### src/rtl/twos_to_sign_mag_pkg.sv
// Shared arithmetic-unit definitions: FSM state encoding and default widths
// used by the negation, adder and sign/magnitude conversion units.
package twos_to_sign_mag_pkg;

    localparam int ARITH_WIDTH  = 8;
    localparam int ARITH_NIBBLE = 4;

    typedef enum logic [1:0] {
        IDLE = 2'd0,
        LO   = 2'd1,
        HI   = 2'd2,
        DONE = 2'd3
    } arith_state_t;

endpackage

### src/rtl/twos_to_sign_mag_nibble_incrementer.sv
// Combinational NIBBLE-bit slice: optionally inverts the input slice and adds
// a single carry-in bit. The top level time-multiplexes one instance across
// all slices of the operand.
module twos_to_sign_mag_nibble_incrementer #(
    parameter int NIBBLE = 4
) (
    input  logic [NIBBLE-1:0] slice_in,
    input  logic              invert,
    input  logic              carry_in,
    output logic [NIBBLE-1:0] sum,
    output logic              carry_out
);

    logic [NIBBLE-1:0] operand;

    // Invert for negative operands, pass through for positive ones
    assign operand = invert ? ~slice_in : slice_in;

    // Widened add so the carry-out falls out of the top bit
    assign {carry_out, sum} = {1'b0, operand} + {{NIBBLE{1'b0}}, carry_in};

endmodule

### src/rtl/twos_to_sign_mag.sv
// Two's-complement to sign + magnitude converter. The magnitude is built one
// nibble per cycle (low slice first) through a single shared incrementer,
// using |A| = ~A + 1 for negative operands and A + 0 for positive ones.
// Partial results live in an internal accumulator; the magnitude output is
// only loaded once the conversion completes, so it reads 0 while ready=0.
module twos_to_sign_mag
    import twos_to_sign_mag_pkg::*;
#(
    parameter int WIDTH  = ARITH_WIDTH,
    parameter int NIBBLE = ARITH_NIBBLE
) (
    input  logic             clk,
    input  logic             rst_n,
    input  logic             en,
    input  logic [WIDTH-1:0] A,
    output logic             sign,
    output logic [WIDTH-1:0] magnitude,
    output logic             ready
);

    localparam int NUM_SLICES = WIDTH / NIBBLE;
    localparam int CNT_W      = (NUM_SLICES > 1) ? $clog2(NUM_SLICES) : 1;
    localparam logic [CNT_W-1:0] LAST_SLICE = CNT_W'(NUM_SLICES - 1);
    localparam logic [CNT_W-1:0] FIRST_HI   = CNT_W'(1);

    arith_state_t      state_reg;
    logic [WIDTH-1:0]  op_reg;
    logic              sign_reg;
    logic              carry_reg;
    logic [WIDTH-1:0]  mag_reg;
    logic              ready_reg;
    logic [CNT_W-1:0]  slice_reg;
    logic [NIBBLE-1:0] acc_reg [NUM_SLICES];

    logic [NIBBLE-1:0] op_slices [NUM_SLICES];
    logic [WIDTH-1:0]  acc_flat;
    logic [CNT_W-1:0]  cur_idx;
    logic [NIBBLE-1:0] inc_sum;
    logic              inc_carry;

    // Slice views of the captured operand and the accumulated magnitude
    generate
        for (genvar gi = 0; gi < NUM_SLICES; gi++) begin : g_slices
            assign op_slices[gi]                    = op_reg[gi*NIBBLE +: NIBBLE];
            assign acc_flat[gi*NIBBLE +: NIBBLE]    = acc_reg[gi];
        end
    endgenerate

    // LO always works on slice 0; HI steps walk the slice counter
    assign cur_idx = (state_reg == LO) ? '0 : slice_reg;

    twos_to_sign_mag_nibble_incrementer #(
        .NIBBLE (NIBBLE)
    ) u_inc (
        .slice_in  (op_slices[cur_idx]),
        .invert    (sign_reg),
        .carry_in  (carry_reg),
        .sum       (inc_sum),
        .carry_out (inc_carry)
    );

    // Conversion FSM with registered sign/magnitude/ready outputs
    always_ff @(posedge clk or negedge rst_n) begin
        if (!rst_n) begin
            state_reg <= IDLE;
            op_reg    <= '0;
            sign_reg  <= 1'b0;
            carry_reg <= 1'b0;
            mag_reg   <= '0;
            ready_reg <= 1'b0;
            slice_reg <= '0;
            for (int i = 0; i < NUM_SLICES; i++) begin
                acc_reg[i] <= '0;
            end
        end else begin
            case (state_reg)
                IDLE: begin
                    ready_reg <= 1'b0;
                    mag_reg   <= '0;
                    if (en) begin
                        op_reg    <= A;
                        sign_reg  <= A[WIDTH-1];
                        carry_reg <= A[WIDTH-1];
                        state_reg <= LO;
                    end
                end
                LO: begin
                    if (!en) begin
                        state_reg <= IDLE;
                        ready_reg <= 1'b0;
                        mag_reg   <= '0;
                        sign_reg  <= 1'b0;
                    end else begin
                        acc_reg[0] <= inc_sum;
                        carry_reg  <= inc_carry;
                        slice_reg  <= FIRST_HI;
                        state_reg  <= (NUM_SLICES > 1) ? HI : DONE;
                    end
                end
                HI: begin
                    if (!en) begin
                        state_reg <= IDLE;
                        ready_reg <= 1'b0;
                        mag_reg   <= '0;
                        sign_reg  <= 1'b0;
                    end else begin
                        acc_reg[slice_reg] <= inc_sum;
                        carry_reg          <= inc_carry;
                        if (slice_reg == LAST_SLICE) begin
                            state_reg <= DONE;
                        end else begin
                            slice_reg <= slice_reg + FIRST_HI;
                        end
                    end
                end
                DONE: begin
                    if (!en) begin
                        state_reg <= IDLE;
                        ready_reg <= 1'b0;
                        mag_reg   <= '0;
                        sign_reg  <= 1'b0;
                    end else begin
                        ready_reg <= 1'b1;
                        mag_reg   <= acc_flat;
                    end
                end
                default: begin
                    state_reg <= IDLE;
                end
            endcase
        end
    end

    assign sign      = sign_reg;
    assign magnitude = mag_reg;
    assign ready     = ready_reg;

endmodule

### config.mk
export PLATFORM = sky130hd
export DESIGN_NAME = twos_to_sign_mag
export DESIGN_NICKNAME = d
export VERILOG_FILES = /design/src/rtl/twos_to_sign_mag_pkg.sv /design/src/rtl/twos_to_sign_mag_nibble_incrementer.sv /design/src/rtl/twos_to_sign_mag.sv
export SDC_FILE = /design/constraint.sdc
export NUM_CORES = 1
export LEC_CHECK = 0
export CORE_MARGIN = 4
export CORE_UTILIZATION = 48
export DETAILED_ROUTE_END_ITERATION = 10
export PLACE_DENSITY = 0.79
export SLEW_MARGIN = 5
export SYNTH_ARGS = -nofsm -noshare
export SYNTH_HDL_FRONTEND = slang
export SYNTH_SLANG_ARGS = --single-unit
### constraint.sdc
create_clock -name clk -period 2.1 [get_ports clk]
set_input_delay 0.21 -clock clk [delete_from_list [all_inputs] [get_ports clk]]
set_output_delay 0.21 -clock clk [all_outputs]
set_load 0.01 [all_outputs]
Yosys cells after proc, flatten, opt, wreduce, memory -nomap -nowiden:

Cells that the tools add are included.

* add/sub/neg operators: 2
* multipliers: 0
* div/mod/pow operators: 0
* magnitude comparators: 3
* equal/unequal tests: 11
* shift operators: 0
* mux-type cells: 31
* bitwise gates (word level): 3
* reduce and logical (&&, ||, !) cells: 12

Operator list (number)
* $mux 4: 6
* $mux 8: 3
* $pmux 8 s3: 1
* $ne 2x2->1 const B: 6
* $mux 2: 5
* $reduce_and 3->1: 3
* $bwmux 8: 1
* $mux 1: 8
* $pmux 2 s4: 1
* $pmux 4 s2: 1
* $pmux 1 s2: 3
* $reduce_and 2->1: 3
* $add 4x1->5: 1
* $demux 4 s1: 1
* $eq 2x2->1 const B: 2
* $ge 2x2->1 const B: 2
* $not 1->2: 2
* $not 4->4: 1
* $reduce_bool 2->1: 2
* $ne 3x3->1 const B: 1
* $pmux 1 s3: 1
* $reduce_or 3->1: 1
* $eq 2x1->1 const B: 1
* $logic_not 2->1: 1
* 5 further kinds: 5

* register bits: 30
* latch bits: 0
* bits in writable memories: 0
* ROM bits: 0
* bits of input ports: 11
* word-level logic and storage cells: 71
* memories: 0

Logic depth before layout (Yosys ltp):

Gate-level depths: netlist of run 1.

* word-level depth: 12
* gate-level depth with buffers: 10

Hierarchy:

A second synthesis of run 1 with hierarchy kept.

* cell total of the unflattened synthesis: 154
* area, all modules: 1579.0 µm²

Modules (own cells, without submodules)
* twos_to_sign_mag: instances 1, cells an instance 135, area each 1427.6 µm²
* twos_to_sign_mag_nibble_incrementer: instances 1, cells an instance 19, area each 151.4 µm²

Worst setup path after synthesis of run 1:

Ideal clock, no wire load.

* path kind: reg-to-reg
* start: register state_reg[1]
* end: register acc_reg (netlist bit acc_flat[5])
* arrival: 1866 ps
* required time: 1975 ps
* setup slack: 109 ps
* cell stages (with the launch flop): 10
* path buffers: 1
* clock period less this slack: 1991 ps
* path through: dfrtp_1 inv_1 ha_1 nand2b_1 buf_6 mux2i_1 xnor2_1 ha_1 ha_1 mux2_2

* cells in the longest elaborated chain, start to end: 10

Ends and longest elaborated chain
* start, declared: RTL line twos_to_sign_mag.sv:26 `arith_state_t state_reg;`
* start signal, assigned: RTL line twos_to_sign_mag.sv:97 `state_reg <= (NUM_SLICES > 1) ? HI : DONE;`
* $eq 2x1->1 (*): RTL line twos_to_sign_mag.sv:50 `assign cur_idx = (state_reg == LO) ? '0 : slice_reg;`
* $mux 1 (*): RTL line twos_to_sign_mag.sv:50
* $not 1->2 (not written as such) (*): RTL line twos_to_sign_mag.sv:55 `.slice_in (op_slices[cur_idx]),`
* $mux 4 (not written as such) (*) (3 in series): RTL line twos_to_sign_mag.sv:55
* $not 4->4: RTL line twos_to_sign_mag_nibble_incrementer.sv:17 `assign operand = invert ? ~slice_in : slice_in;`
* $mux 4 (*): RTL line twos_to_sign_mag_nibble_incrementer.sv:17
* $add 4x1->5 (*): RTL line twos_to_sign_mag_nibble_incrementer.sv:20 `assign {carry_out, sum} = {1'b0, operand} + {{NIBBLE{1'b0}}, carry_in};`
* via inc_sum[1]: RTL line twos_to_sign_mag.sv:38 `logic [NIBBLE-1:0] inc_sum;`
* $bwmux 8 (*): RTL line twos_to_sign_mag.sv:107 `acc_reg[slice_reg] <= inc_sum;`
* end signal, assigned by index: RTL line twos_to_sign_mag.sv:107
* end, declared: RTL line twos_to_sign_mag.sv:33 `logic [NIBBLE-1:0] acc_reg [NUM_SLICES];`

Mark *: on every way through the listed nets, which the timed path passes. The rest lies on a longest branch. The select of a mux whose other input is x is not followed.
A chain may end at the register's enable or synchronous reset.

Worst setup path after layout of run 1:

Same ends and word-level chain as after synthesis.

==> results of run 1 <==
==> layout by cell type, fill, tap and decap left out, types with 7 or more instances in the layout <==
master           Yosys  layout
o21ai_0              7       7
dfrtp_1             30      30
a22oi_1              7       7
nand2_1             16      16
clkdlybuf4s50_1      0      20
nor2b_1             10      10
mux2_2               9       9
==> metal layers <==
layer,part of all wire [%],up-vias,routed length [µm],track usage [%]
met5,0,-,0,0
met4,2.6,0,72,9.64
met3,4.4,8,119,4.50
met2,49,24,1330,27.6
met1,44,494,1200,17.2
li1,-,505,-,-
==> kinds of logic (layout without fill, tap and decap cells) <==
family / count (synthesis) / count (layout) / share of synthesized area (%)
xor gates and xnor gates: 5 / 5 / 3.04
and+or+nand+nor: 38 / 38 / 13.2
muxes: 13 / 13 / 9.82
adders and majority gates: 7 / 7 / 6.08
AOI/OAI and AO/OA: 27 / 27 / 12.3
DFF: 30 / 30 / 52.1
buffers and inverters: 11 / 38 / 3.47
==> metrics by stage <==
| step | worst slack (ps) | instances | hold slack (ps) | utilization [%] | area (µm²) |
|---|---|---|---|---|---|
| after floorplan | 109 | 131 | -85.6 | - | 1440 |
| after global placement | 110 | 181 | 467 | 60.1 | 1690 |
| after detailed placement | 25.0 | 181 | 476 | 60.1 | 1690 |
| after CTS | 11.9 | 189 | 244 | 62.4 | 1750 |
| after global routing | 13.3 | 189 | 252 | 62.8 | 1760 |
| final | 115 | 189 | 248 | 62.8 | 1760 |
==> where the power goes <==
part	switching (µW)	leakage, µW	internal [µW]
Combinational	685	0.000363	619
Clock	206	0.0000343	161
Sequential	126	0.000375	789
==> cell type report <==
cell class	instances	area, µm²	share of cell area [%]
Inverter	5	18.8	1.07
Sequential cell	30	751	42.6
Tap cell	31	38.8	2.20
Clock buffer	6	51.3	2.91
Clock inverter	2	12.5	0.710
Timing Repair Buffer	25	238	13.5
Multi-Input combinational cell	90	652	37.0
==> worst max-delay path, cell delays in order (launching register included) <==
cell      delay (ps)
dfrtp_1          400
inv_2             80
ha_2             170
nand2b_4         140
mux2i_1          210
xnor2_1          150
ha_2             220
ha_1             250
mux2_2           260
==> final timing paths <==
| path | from | end | slack, ps | cells after the start |
|---|---|---|---|---|
| worst max-delay path | state_reg[1] | acc_flat[5] | 110 | 8 |
| worst min-delay path | rst_n | magnitude[3] | 250 | 2 |
| worst max register to register | state_reg[1] | acc_flat[5] | 110 | 8 |
| worst min register to register | acc_flat[6] | acc_flat[6] | 500 | 2 |
| max in group asynchronous | rst_n | op_reg[3] | 1580 | 2 |
| min in group clk | A[2] | op_reg[2] | 490 | 2 |
==> flow_summary_export.csv, run 1 <==
group,metric,value,unit
run_status,outcome,"completed",
placement,place_congestion,0.917,
synthesis,yosysWarnings,0,
synthesis,synth.avg_cell_area,11.0,µm²
synthesis,yosys.cell_types.count,31,
cells_and_area,fill_cells,240,
drt,first_pass_iters,4,
cells_and_area,diodes,0,
drt,vias_per_cell,5.46,
synthesis,synth_top_cell_area_share,52.1,%
sta,grt_setup_unrepaired,"false",
cells_and_area,layout-drive-gt1-share,16.5,%
sta,final.setup.tns,0,ps
global_routing,grt_pass1_vias,1085,
synthesis,netlist_area,1440,µm²
setup_path,worstSetupStartpointType,"flip-flop",
floorplan,die_width,62.8,µm
flow_run,max-cap-violations,0,
clock_tree,path_clk_slew,100,ps
sta,maxSlewViolCount,0,
placement,place_hpwl,2090,µm
global_routing,track_usage,15.9,%
synthesis,synth_seq_cells,30,
cells_and_area,nNetsFinal,175,
setup_path,cp_max_fo,3,
cells_and_area,area.growth.synth_to_final,22.3,%
floorplan,io-pin-count,21,
sta,period_share,94.5,%
power_and_ir_drop,total_leakage_power,0.000772,µW
clock_tree,holdBufCountCts,0,
synthesis,ys_async_sr_fraction,100,%
drt,dr_total_vias,1031,
drt,final_antenna_net_count,0,
clock_tree,cts_tree,"yes",
floorplan,die_area,3940,µm²
floorplan,placementRows,19,
sta,finalCriticalPeriod,1990,ps
synthesis,yosysMostFrequentCell,"dfrtp_1",
synthesis,yosys-top-cells-count,"dfrtp_1 (30), nand2_1 (16), nor2b_1 (10)",
synthesis,synthFlopType,"dfrtp_1",
drt,drt_iter0_markers,47,
clock_tree,cts.htree.levels,2,
worst_hold_path,hold_class,"input port to asynchronous set/reset pin",
synthesis,synth_nets,149,
setup_path,critPathKind,"flip-flop to flip-flop",
global_routing,grt-ovfl-total,0,
synthesis,netlist_instances,131,
clock_tree,cts_buffers,5,
power_and_ir_drop,ir_worst_vdd,947,µV
global_routing,grt_start_max_net_pins,31,
drt,drc,0,
clock_tree,clock_path_buffers,2,
setup_path,arrival,2210,ps
power_and_ir_drop,p_total,2590,µW
synthesis,synthTopCellsByArea,"dfrtp_1 (52%), mux2_2 (7.0%), ha_1 (6.1%)",
sta,worst_slew_pin_slew,463,ps
clock_tree,post_cts_buffers,0,
sta,max_freq,0.504,GHz
placement,port_buffers,20,
setup_path,setup.worst_path.end_class,"flip-flop",
floorplan,core-area,2810,µm²
clock_tree,clock_latency,340,ps
sta,setup_viol,0,
global_routing,antenna_found_initial,0,
floorplan,start_util,51.3,%
clock_tree,post_cts_resized,0,
drt,drt-wirelength-per-cell,14.4,µm
synthesis,ys_seq_area_share,52.1,%
setup_path,required,2320,ps
synthesis,synth_edf_count,0,
synthesis,synth_top_cell_by_area,"dfrtp_1",
drt,routed_wl,2720,µm
power_and_ir_drop,cellPowerDensity,1470,nW/µm²
floorplan,dieHeight,62.8,µm
sta,fin_skew,8.28,ps
global_routing,grt_pass1_wl,4820,µm
clock_tree,clock_sinks,30,
clock_tree,cts-root-buf,"clkbuf_4",
sta,relSlewSlack,69.2,%
sta,hold_violations,0,
Note: power is estimated with default switching activity, not from simulation.
==> run 2, diff against run 1 <==
MAX_ROUTING_LAYER = met4   (was not set)
==> flow_summary_export.csv, run 2 (synthesis results as in run 1) <==
group,metric,value,unit
run_status,outcome,"completed",
drt,routed_wl,2730,µm
setup_path,critPathKind,"flip-flop to flip-flop",
global_routing,grt_pass1_vias,1071,
floorplan,die_width,62.8,µm
drt,first_pass_iters,4,
setup_path,arrival,2210,ps
cells_and_area,fill_cells,240,
sta,hold_violations,0,
placement,place_congestion,0.933,
sta,grt_setup_unrepaired,"false",
cells_and_area,area.growth.synth_to_final,22.3,%
clock_tree,cts_tree,"yes",
power_and_ir_drop,ir_worst_vdd,946,µV
floorplan,dieHeight,62.8,µm
sta,fin_skew,8.48,ps
global_routing,grt_start_max_net_pins,31,
floorplan,placementRows,19,
floorplan,die_area,3940,µm²
sta,finalCriticalPeriod,1990,ps
sta,setup_viol,0,
cells_and_area,final_cell_mix,"dfrtp_1 (30), clkdlybuf4s50_1 (20), nand2_1 (16)",
sta,whs,247,ps
cells_and_area,nNetsFinal,175,
drt,dr_total_vias,1027,
setup_path,cp_max_fo,3,
drt,drt-wirelength-per-cell,14.5,µm
clock_tree,cts.htree.levels,2,
cells_and_area,layout_commonest_cell,"dfrtp_1",
cells_and_area,diodes,0,
placement,port_buffers,20,
floorplan,start_util,51.3,%
placement,place_hpwl,2090,µm
setup_path,required,2330,ps
sta,relSlewSlack,69.2,%
worst_hold_path,hold_class,"input port to asynchronous set/reset pin",
clock_tree,cts_buffers,5,
clock_tree,cts-root-buf,"clkbuf_4",
drt,routed-wl-met3,139,µm
power_and_ir_drop,total_leakage_power,0.000772,µW
global_routing,grt-ovfl-total,0,
sta,period_share,94.5,%
clock_tree,clock_latency,340,ps
drt,vias_per_cell,5.43,
drt,drt_iter0_markers,38,
drt,wl_met2,1350,µm
floorplan,core-area,2810,µm²
setup_path,setup.worst_path.end_class,"flip-flop",
setup_path,worstSetupStartpointType,"flip-flop",
global_routing,track_usage,16.4,%
drt,drc,0,
sta,maxSlewViolCount,0,
sta,max_freq,0.504,GHz
drt,final_antenna_net_count,0,
clock_tree,clock_sinks,30,
sta,worst_slew_pin_slew,463,ps
global_routing,grt_pass1_wl,4820,µm
clock_tree,clock_path_buffers,2,
power_and_ir_drop,cellPowerDensity,1470,nW/µm²
floorplan,io-pin-count,21,
global_routing,antenna_found_initial,0,
sta,final.setup.tns,0,ps
drt,drt-met1-wl,1200,µm
clock_tree,path_clk_slew,100,ps
flow_run,max-cap-violations,0,
cells_and_area,layout-drive-gt1-share,16.5,%
drt,highest_layer,"met4",
==> run 2: cell counts in the layout (fill, tap and decap cells not counted) <==
No cell type changed its count.
==> run 2: layer usage <==
metal  vias up  track usage, %
li1        504               -
met4         0            7.16
met1       494            17.2
met5         -               -
met3         6            6.12
met2        23            27.6
==> run 2: layout make-up <==
cell class / count / area [µm²] / area share (%)
sequential: 30 / 751 / 42.6
timing repair buffer: 25 / 238 / 13.5
clock inverter: 2 / 12.5 / 0.710
inverter: 5 / 18.8 / 1.07
multi-input combinational: 90 / 652 / 37.0
tap: 31 / 38.8 / 2.20
clock buffer: 6 / 51.3 / 2.91
==> run 2: power breakdown <==
| part | internal, µW | switching [µW] |
|---|---|---|
| combinational | 619 | 685 |
| clock | 161 | 207 |
| sequential | 789 | 127 |
| total | 1570 | 1020 |
==> run 2: per-stage QoR <==
stage / area, µm² / std cells / setup slack, ps / utilization [%] / power, µW
floorplan: 1440 / 131 / 109 / - / 1850
global placement: 1690 / 181 / 110 / 60.1 / 2110
detailed placement: 1690 / 181 / 25.0 / 60.1 / 2200
CTS: 1750 / 189 / 11.9 / 62.4 / 2570
global route: 1760 / 189 / 13.3 / 62.8 / 2810
finish: 1760 / 189 / 115 / 62.8 / 2590
==> run 2: worst paths after layout <==
kind / startpoint / to / slack (ps) / depth (start not counted)
worst min register to register: acc_flat[6] / acc_flat[6] / 500 / 2
worst min-delay path: rst_n / magnitude[3] / 250 / 2
worst max-delay path: state_reg[1] / acc_flat[5] / 110 / 8
min in group clk: A[2] / op_reg[2] / 490 / 2
max in group asynchronous: rst_n / op_reg[3] / 1580 / 2
worst max register to register: state_reg[1] / acc_flat[5] / 110 / 8
==> run 2: what timing repair did <==
action                     in CTS  in global routing
resized for setup               0                  4
buffers inserted                0                  0
hold buffers                    0                  0
setup endpoints to repair       0                  6
==> run 2: critical path, stage by stage (launching register included) <==
cell and delay, ps:
dfrtp_1 400, inv_2 80, ha_2 170, nand2b_4 140, mux2i_1 210, xnor2_1 150
ha_2 220, ha_1 250, mux2_2 260
==> run 3, diff against run 2 <==
clock period = 1.68 ns   (was 2.1 ns; I/O delays follow)
==> flow_summary_export.csv, run 3 (synthesis results as in run 1) <==
group,metric,value,unit
floorplan,die_width,62.8,µm
power_and_ir_drop,seq_power_share,28.8,%
cells_and_area,nNetsFinal,190,
floorplan,die_area,3940,µm²
placement,port_buffers,20,
drt,routed_wl,2960,µm
flow_run,max-cap-violations,0,
drt,vias_per_cell,5.42,
setup_path,rrSetupSlack,-200,ps
clock_tree,path_clk_slew,100,ps
cells_and_area,layout-drive-gt1-share,29.7,%
sta,finalCriticalPeriod,1880,ps
clock_tree,cts-root-buf,"clkbuf_4",
setup_path,slowest_delay,400,ps
placement,place_congestion,0.870,
cells_and_area,postLayoutCoreUtil,70.3,%
drt,drc,0,
floorplan,start_util,51.3,%
setup_path,worstRegToRegCells,9,
setup_path,worstSetupStartpointType,"flip-flop",
run_status,violations,"negative setup slack",
sta,fin_skew,16.2,ps
drt,dr_total_vias,1100,
drt,final_antenna_net_count,0,
drt,drt_iter0_markers,53,
setup_path,r2r-start,"state_reg[1]",
floorplan,io-pin-count,21,
sta,relSlewSlack,72.2,%
clock_tree,cts_tree,"yes",
sta,setup_slack,-203,ps
global_routing,grt_pass1_vias,1162,
drt,drt-wirelength-per-cell,14.6,µm
setup_path,path_cells,"inv_2, ha_4, nand2b_4, mux2i_1, xnor2_1, ha_2, ha_4, nand4b_1, a32oi_2",
clock_tree,cts_buffers,5,
power_and_ir_drop,p_int,2550,µW
power_and_ir_drop,combPwrFrac,56.6,%
cells_and_area,area.growth.synth_to_final,37.0,%
global_routing,antenna_found_initial,0,
power_and_ir_drop,total_leakage_power,0.000875,µW
cells_and_area,diodes,0,
setup_path,critPathBufInv,1,
setup_path,required,1930,ps
sta,hold_violations,0,
power_and_ir_drop,ir_worst_vdd,1190,µV
floorplan,core-area,2810,µm²
setup_path,cp_common_cell,"ha_4",
clock_tree,holdBufCountCts,0,
setup_path,crit_family,"adder cells",
placement,place_hpwl,2230,µm
setup_path,arrival,2140,ps
power_and_ir_drop,cellPowerDensity,2040,nW/µm²
cells_and_area,instances_no_fill,203,
setup_path,r2r-end,"carry_reg",
floorplan,placementRows,19,
power_and_ir_drop,clock_power_share,14.7,%
global_routing,track_usage,17.1,%
drt,first_pass_iters,4,
setup_path,critPathKind,"flip-flop to flip-flop",
setup_path,cp_max_fo,3,
sta,setup_viol,9,
global_routing,grt-ovfl-total,0,
floorplan,dieHeight,62.8,µm
sta,max_freq,0.531,GHz
placement,dp_slack,-224,ps
setup_path,setup.worst_path.end_class,"flip-flop",
run_status,outcome,"complete, but fails checks",
clock_tree,cts.htree.levels,2,
setup_path,crit_path_top_delay_cell,"dfrtp_1",
clock_tree,clock_latency,330,ps
global_routing,grt_pass1_wl,5220,µm
sta,grt_setup_unrepaired,"true",
sta,worst_slew_pin_slew,415,ps
sta,maxSlewViolCount,0,
cells_and_area,final_cell_mix,"dfrtp_1 (30), clkdlybuf4s50_1 (20), buf_4 (19)",
sta,final.setup.tns,-1070,ps
power_and_ir_drop,swShare,36.7,%
power_and_ir_drop,p_total,4020,µW
worst_hold_path,hold_class,"input port to asynchronous set/reset pin",
clock_tree,clock_path_buffers,2,
power_and_ir_drop,p_switching,1470,µW
clock_tree,clock_sinks,30,
cells_and_area,layout_commonest_cell,"dfrtp_1",
placement,dp.cells,193,
sta,period_share,112,%
global_routing,grt_start_max_net_pins,31,
## run 3: changes by cell type in the layout (fill, tap and decap cells not counted), moves of 2 or more
| cell | delta |
|---|---|
| nand2_1 | -3 |
| buf_4 | +14 |
| xnor2_2 | +2 |
| nand2_2 | +3 |
| ha_4 | +3 |
| ha_1 | -2 |
| xnor2_1 | -2 |
## run 3: final cells by class
type	instances	area [µm²]
sequential	30	751
fill	217	832
multi-input combinational	90	729
clock inverter	1	30.0
timing repair buffer	40	354
tap	31	38.8
clock buffer	6	51.3
inverter	5	18.8
## run 3: how the worst max path moves through the flow
stage / start / endpoint / cells after the start
final: state_reg[1] / carry_reg / 9
after global routing: state_reg[1] / carry_reg / 9
after CTS: state_reg[1] / carry_reg / 9
after detailed placement: state_reg[1] / carry_reg / 9
after global placement: state_reg[1] / acc_flat[5] / 8
after floorplan: state_reg[1] / acc_flat[5] / 9
## run 3: worst reg2reg max path, stage by stage, from the launching register on
cell and delay (ps):
dfrtp_1 400, inv_2 80, ha_4 130, nand2b_4 140
mux2i_1 220, xnor2_1 150, ha_2 220, ha_4 150
nand4b_1 110, a32oi_2 220
## run 3: per-stage QoR
step / hold WS [ps] / cell area (µm²)
6_report: 209 / 1970
5_1_grt: 237 / 1970
4_1_cts: 223 / 1930
3_5_place_dp: 472 / 1820
3_3_place_gp: 465 / 1820
2_1_floorplan: -128 / 1480
## run 3: repair_timing
item | CTS | global route
setup buffers | 1 | 3
gates resized for setup | 7 | 5
pin swaps | 5 | 8
gates cloned | 0 | 0
endpoints found under the setup margin | 11 | 18
## run 3: routing by layer
layer / global-route usage (%) / wire length (µm) / vias to the layer above
met5: - / 0 / -
met4: 5.51 / 45 / 0
met3: 6.83 / 169 / 5
met2: 29.2 / 1500 / 31
met1: 18.2 / 1240 / 533
li1: - / - / 531
## run 3: power by group through the flow
stage	Combinational, µW	Sequential (µW)	Clock [µW]
2_1_floorplan	1350	1130	0
5_1_grt	2470	1190	634
4_1_cts	2190	1160	598
3_3_place_gp	1950	1150	0
3_5_place_dp	2040	1170	0
6_report	2270	1160	589
